--- config.mk ---
export PLATFORM = sky130hd
export DESIGN_NAME = alu_req_arbiter
export DESIGN_NICKNAME = d
export VERILOG_FILES = /design/src/rtl/alu_req_arbiter.sv
export SDC_FILE = /design/constraint.sdc
export NUM_CORES = 1
export LEC_CHECK = 0
export CAP_MARGIN = 20
export CORE_MARGIN = 4
export CORE_UTILIZATION = 43
export CTS_CLUSTER_SIZE = 40
export DETAILED_ROUTE_END_ITERATION = 8
export HOLD_SLACK_MARGIN = 0.15
export PLACE_DENSITY = 0.82
export SETUP_SLACK_MARGIN = 0.02
export SYNTH_ARGS = -nofsm -noshare
export SYNTH_HDL_FRONTEND = slang
export SYNTH_SLANG_ARGS = --single-unit
--- constraint.sdc ---
create_clock -name i_clk -period 4.2 [get_ports i_clk]
set_input_delay 0.84 -clock i_clk [delete_from_list [all_inputs] [get_ports i_clk]]
set_output_delay 0.84 -clock i_clk [all_outputs]
set_load 0.005 [all_outputs]
--- src/rtl/alu_req_arbiter.sv ---
// Two-requester round-robin front end for a shared fixed-point ALU.
// Holds one request at a time, filters illegal opcodes, and guards the ALU response with a watchdog.
module alu_req_arbiter #(
  parameter int INST_W  = 4,
  parameter int DATA_W  = 16,
  parameter int TIMEOUT = 15
) (
  input  logic                i_clk,
  input  logic                i_rst_n,
  input  logic [1:0]          i_req_valid,
  output logic [1:0]          o_req_ready,
  input  logic [2*INST_W-1:0] i_req_inst,
  input  logic [2*DATA_W-1:0] i_req_data_a,
  input  logic [2*DATA_W-1:0] i_req_data_b,
  output logic [1:0]          o_rsp_valid,
  input  logic [1:0]          i_rsp_ready,
  output logic [DATA_W-1:0]   o_rsp_data,
  output logic                o_rsp_err,
  output logic                o_alu_valid,
  input  logic                i_alu_busy,
  output logic [INST_W-1:0]   o_alu_inst,
  output logic [DATA_W-1:0]   o_alu_data_a,
  output logic [DATA_W-1:0]   o_alu_data_b,
  input  logic                i_alu_out_valid,
  input  logic [DATA_W-1:0]   i_alu_data,
  output logic [7:0]          o_err_cnt
);

  localparam int CNT_W = $clog2(TIMEOUT + 1);
  localparam logic [INST_W-1:0] MAX_OP = INST_W'(9);

  typedef enum logic [1:0] {IDLE, ISSUE, WAIT, RESP} state_t;

  state_t                    state, state_nxt;
  logic                      rr;
  logic                      owner;
  logic [INST_W-1:0]         inst_q;
  logic signed [DATA_W-1:0]  a_q, b_q;
  logic signed [DATA_W-1:0]  rsp_data_q;
  logic                      rsp_err_q;
  logic [CNT_W-1:0]          cnt;
  logic [7:0]                err_cnt_q;

  logic                      win;
  logic [INST_W-1:0]         win_inst;
  logic signed [DATA_W-1:0]  win_a, win_b;
  logic                      win_illegal;
  logic                      accept;
  logic                      rsp_hs;
  logic                      timeout_hit;

  // Winner selection: the favoured requester if it asks, otherwise the other one.
  always_comb begin
    win         = i_req_valid[rr] ? rr : ~rr;
    win_inst    = win ? i_req_inst[2*INST_W-1:INST_W] : i_req_inst[INST_W-1:0];
    win_a       = win ? i_req_data_a[2*DATA_W-1:DATA_W] : i_req_data_a[DATA_W-1:0];
    win_b       = win ? i_req_data_b[2*DATA_W-1:DATA_W] : i_req_data_b[DATA_W-1:0];
    win_illegal = (win_inst > MAX_OP);
    timeout_hit = (state == WAIT) && (cnt == CNT_W'(TIMEOUT));
  end

  always_ff @(posedge i_clk or negedge i_rst_n) begin
    if (!i_rst_n) state <= IDLE;
    else          state <= state_nxt;
  end

  always_comb begin
    state_nxt   = state;
    o_req_ready = 2'b00;
    o_alu_valid = 1'b0;
    o_rsp_valid = 2'b00;
    case (state)
      IDLE: begin
        if (|i_req_valid) begin
          o_req_ready = win ? 2'b10 : 2'b01;
          state_nxt   = win_illegal ? RESP : ISSUE;
        end
      end
      ISSUE: begin
        o_alu_valid = !i_alu_busy;
        if (!i_alu_busy) state_nxt = WAIT;
      end
      WAIT: begin
        if (i_alu_out_valid || timeout_hit) state_nxt = RESP;
      end
      RESP: begin
        o_rsp_valid = owner ? 2'b10 : 2'b01;
        if (i_rsp_ready[owner]) state_nxt = IDLE;
      end
      default: state_nxt = IDLE;
    endcase
  end

  assign accept = |o_req_ready;
  assign rsp_hs = (state == RESP) && i_rsp_ready[owner];

  // Request latch, result capture, watchdog and error statistics.
  always_ff @(posedge i_clk or negedge i_rst_n) begin
    if (!i_rst_n) begin
      rr         <= 1'b0;
      owner      <= 1'b0;
      inst_q     <= '0;
      a_q        <= '0;
      b_q        <= '0;
      rsp_data_q <= '0;
      rsp_err_q  <= 1'b0;
      cnt        <= '0;
      err_cnt_q  <= '0;
    end else begin
      if (accept) begin
        owner  <= win;
        inst_q <= win_inst;
        a_q    <= win_a;
        b_q    <= win_b;
        if (win_illegal) begin
          rsp_data_q <= '0;
          rsp_err_q  <= 1'b1;
        end
      end
      if (o_alu_valid) cnt <= '0;
      if (state == WAIT) begin
        cnt <= cnt + CNT_W'(1);
        // A result arriving on the deadline cycle still counts as a result.
        if (i_alu_out_valid) begin
          rsp_data_q <= i_alu_data;
          rsp_err_q  <= 1'b0;
        end else if (timeout_hit) begin
          rsp_data_q <= '0;
          rsp_err_q  <= 1'b1;
        end
      end
      if (rsp_hs) begin
        rr <= ~owner;
        if (rsp_err_q && (err_cnt_q != 8'hFF)) err_cnt_q <= err_cnt_q + 8'd1;
      end
    end
  end

  assign o_alu_inst   = inst_q;
  assign o_alu_data_a = a_q;
  assign o_alu_data_b = b_q;
  assign o_rsp_data   = rsp_data_q;
  assign o_rsp_err    = rsp_err_q;
  assign o_err_cnt    = err_cnt_q;

endmodule

==> results_dict.tcl <==
set metrics [dict create \
    first_pass_iters 4 \
    avgSynthCellArea_sq_um 11.02 \
    htreeDepth 3 \
    cts-resized-gates 0 \
    path_cells "clkdlybuf4s50_1 -> nor2_1 -> nor3_1 -> clkdlybuf4s50_1" \
    p_total_mw 3.108 \
    wl_per_cell_microns 15.62 \
    first_iter_violations 67 \
    start_kind "primary input" \
    grt_use_total_pct 19.48 \
    slowest_delay_ns 0.60 \
    syn-cell-area_sq_mm 0.003207 \
    synthXorXnorAreaFrac_pct 2.458 \
    design.die.area_sq_mm 0.008904 \
    cts_max_path_buffers 2 \
    leakagePower_nw 2.244 \
    power_density_mw_per_mm2 612.3 \
    relSlewSlack_pct 43.14 \
    drt-total-wl_microns 8608 \
    crit_top_cell "clkdlybuf4s50_1" \
    finalCritPeriodShare_pct 79.68 \
    clkTransAtPathRegs_ns 0.07 \
    peakVddDrop_v 0.0002615 \
    antenna_cells 0 \
    yosys.area.top_type "dfrtp_1" \
    hold_viol_final 0 \
    yosysTopAreaCellShare_pct 53.84 \
    ys_top_cells_by_area "dfrtp_1, mux2i_1, o21ai_0" \
    cts_tree "done" \
    drc 0 \
    p_clk_share_pct 17.2 \
    worstSetupPathType "in -> out" \
    grt_pass1_wl_microns 13370 \
    timing.hold.ws_ns 0.4789 \
    crit_arrival_ns 2.51 \
    end_kind "primary output" \
    die_h_microns 94.36 \
    crit_family "buffers and inverters" \
    slew_viol_final 0 \
    path_buf_inv 2 \
    cts_buffers 9 \
    ys.flop_type "dfrtp_1" \
    root_buffer "clkbuf_8" \
    path_max_fanout 5 \
    finalSetupViolations 0 \
    synthArstFlopShare_pct 100.0 \
    dpl-instance-area_sq_mm 0.004883 \
    gr-total-overflow 0 \
    synth_edf_count 0 \
    muxShareOfSynthArea_pct 12.29 \
    coreArea_sq_mm 0.007253 \
    post_cts_buffers 0 \
    pin_count 162 \
    via_per_inst 5.022 \
    max_freq_mhz 298.8 \
    fillers 591 \
    io_buffers 161 \
    nNetsFinal 551 \
    status "complete, no violations" \
    antenna_found_initial 0 \
    setup_tns_ns 0 \
    die_x_microns 94.36 \
    hold_buffers 0 \
    cts.sinks 69 \
    drive_above_1_share_pct 6.416 \
    grt_max_degree 71 \
    p_sw_mw 1.016 \
    pwr-share-comb_pct 46.7 \
    maxCapViolCount 0 \
    slowest_stage "clkdlybuf4s50_1" \
    final_core_util_pct 69.98 \
    internal_power_mw 2.092 \
    yosysWarnings 0 \
    hpwl_microns 6458 \
    synth-seq-area-share_pct 53.84 \
    hold_class "reg -> reg" \
    seqPwrFrac_pct 36.1 \
    start_util_pct 44.21 \
    synth_top_family_by_area "compound AO/OA/AOI/OAI gates" \
    ys_types 37 \
    finClkSkew_ns 0.006978 \
    tightest_slew_ns 0.8529 \
    ant_nets 0 \
    rsz0062_at_grt "no" \
    synthSimpleGateAreaFrac_pct 10.38 \
    synth_cells 291 \
    crit_required_ns 3.36 \
    fin_area_sq_mm 0.005076 \
    grt_pass1_vias 2802 \
    period_needed_ns 3.347 \
    swShare_pct 32.69 \
    clk_latency_ns 0.33 \
    synthAdderAreaFrac_pct 2.731 \
    synth_compound_area_share_pct 15.02 \
    synth-seq-cells 69 \
    num_rows 31 \
    via_count 2767 \
    gp_congestion 0.8020 \
    area_growth_pct 58.29 \
    syn_nets 394 \
]
## registers in the layout, indices dropped and copies added (netlist names)
signal        count
state             2
cnt               4
owner             1
o_alu_data_b     16
o_rsp_err         1
o_alu_inst        4
o_alu_data_a     16
rr                1
o_err_cnt         8
o_rsp_data       16
## final timing paths
check	startpoint	to	slack, ns	cells past startpoint
setup / recovery	i_req_valid[0]	o_req_ready[0]	0.85	4
hold / removal	o_alu_data_b[9]$_DFFE_PN0N_	o_alu_data_b[9]$_DFFE_PN0N_	0.48	2
setup reg to reg	state[0]$_DFFE_PN0P_	state[1]$_DFFE_PN0P_	2.19	6
hold reg to reg	o_alu_data_b[9]$_DFFE_PN0N_	o_alu_data_b[9]$_DFFE_PN0N_	0.48	2
max in group asynchronous	i_rst_n	o_alu_data_a[14]$_DFFE_PN0N_	3.02	1
min in group asynchronous	i_rst_n	owner$_DFFE_PN0N_	0.60	1
## Yosys cell counts (2+ instances only)
master     n
ha_1       7
and3_1     2
nor2b_1    2
nand3_1    2
nand2_1   49
nor2_1     5
clkbuf_1  11
o21ai_0   39
inv_1      6
a22o_2     5
xnor2_1    7
o211ai_1   2
buf_2      3
o32a_1     2
a22o_1    13
dfrtp_1   69
mux2_2     3
nand4_1    6
a21oi_1    3
mux2i_1   36
xor2_1     2
buf_6      2
## power by group through the flow
stage	combinational [mW]	clock, mW	sequential (mW)
after floorplan	0.674	0	1.14
after global placement	1.42	0	1.12
after detailed placement	1.47	0	1.13
after CTS	1.48	0.544	1.12
after global routing	1.59	0.575	1.16
final	1.45	0.533	1.12
## stage by stage
step / setup WS, ns / instances
after global routing: 0.7710 / 551
final: 0.8533 / 551
after CTS: 0.8632 / 551
after detailed placement: 0.8927 / 536
after floorplan: 1.650 / 291
after global placement: 0.9589 / 536
## worst reg2reg max path: stages, from the launching register on
cell	delay, ns
dfrtp_1	0.41
inv_1	0.12
ha_1	0.33
or3b_2	0.47
o211ai_1	0.15
a21oi_1	0.11
mux2_2	0.29
## layout by cell type, fill, tap and decap left out, drive strengths merged, types with 2 or more instances in the layout
master,netlist,routed
clkdlybuf4s50,0,160
xor2,2,2
a41oi,2,2
xnor2,7,7
and2,2,2
and3,2,2
dfrtp,69,69
buf,6,3
o21ai,40,40
nor2,6,6
mux2,3,3
nand4,6,6
inv,6,6
nor2b,2,2
clkbuf,11,14
a21oi,3,3
mux2i,36,36
nand2,49,49
o211ai,2,2
nand3,2,2
a22o,18,18
ha,7,7
o32a,2,2
## cell families (layout without fill, tap and decap cells)
logic type / after synthesis / in the layout
and+or+nand+nor: 73 / 73
AOI/OAI and AO/OA: 71 / 71
DFF: 69 / 69
muxes: 39 / 39
buffers and inverters: 23 / 184
xor gates and xnor gates: 9 / 9
adders and majority gates: 7 / 7
## layout make-up
| type | count | area (sq um) | area share (%) |
|---|---|---|---|
| Sequential cell | 69 | 1727 | 34.02 |
| Timing Repair Buffer | 163 | 1624 | 31.99 |
| Multi-Input combinational cell | 199 | 1386 | 27.31 |
| Clock buffer | 14 | 162.7 | 3.204 |
| Tap cell | 99 | 123.9 | 2.440 |
| Inverter | 6 | 22.52 | 0.4437 |
| Clock inverter | 1 | 30.03 | 0.5916 |
## layer usage
layer  vias up  routed length [microns]  track usage [%]
li1       1343                        -                -
met2       112                     4271            34.40
met1      1304                     3515            22.24
met4         0                       89            6.498
met5         -                        0                0
met3         8                      732            6.295
(Power assumes the default switching activity.)
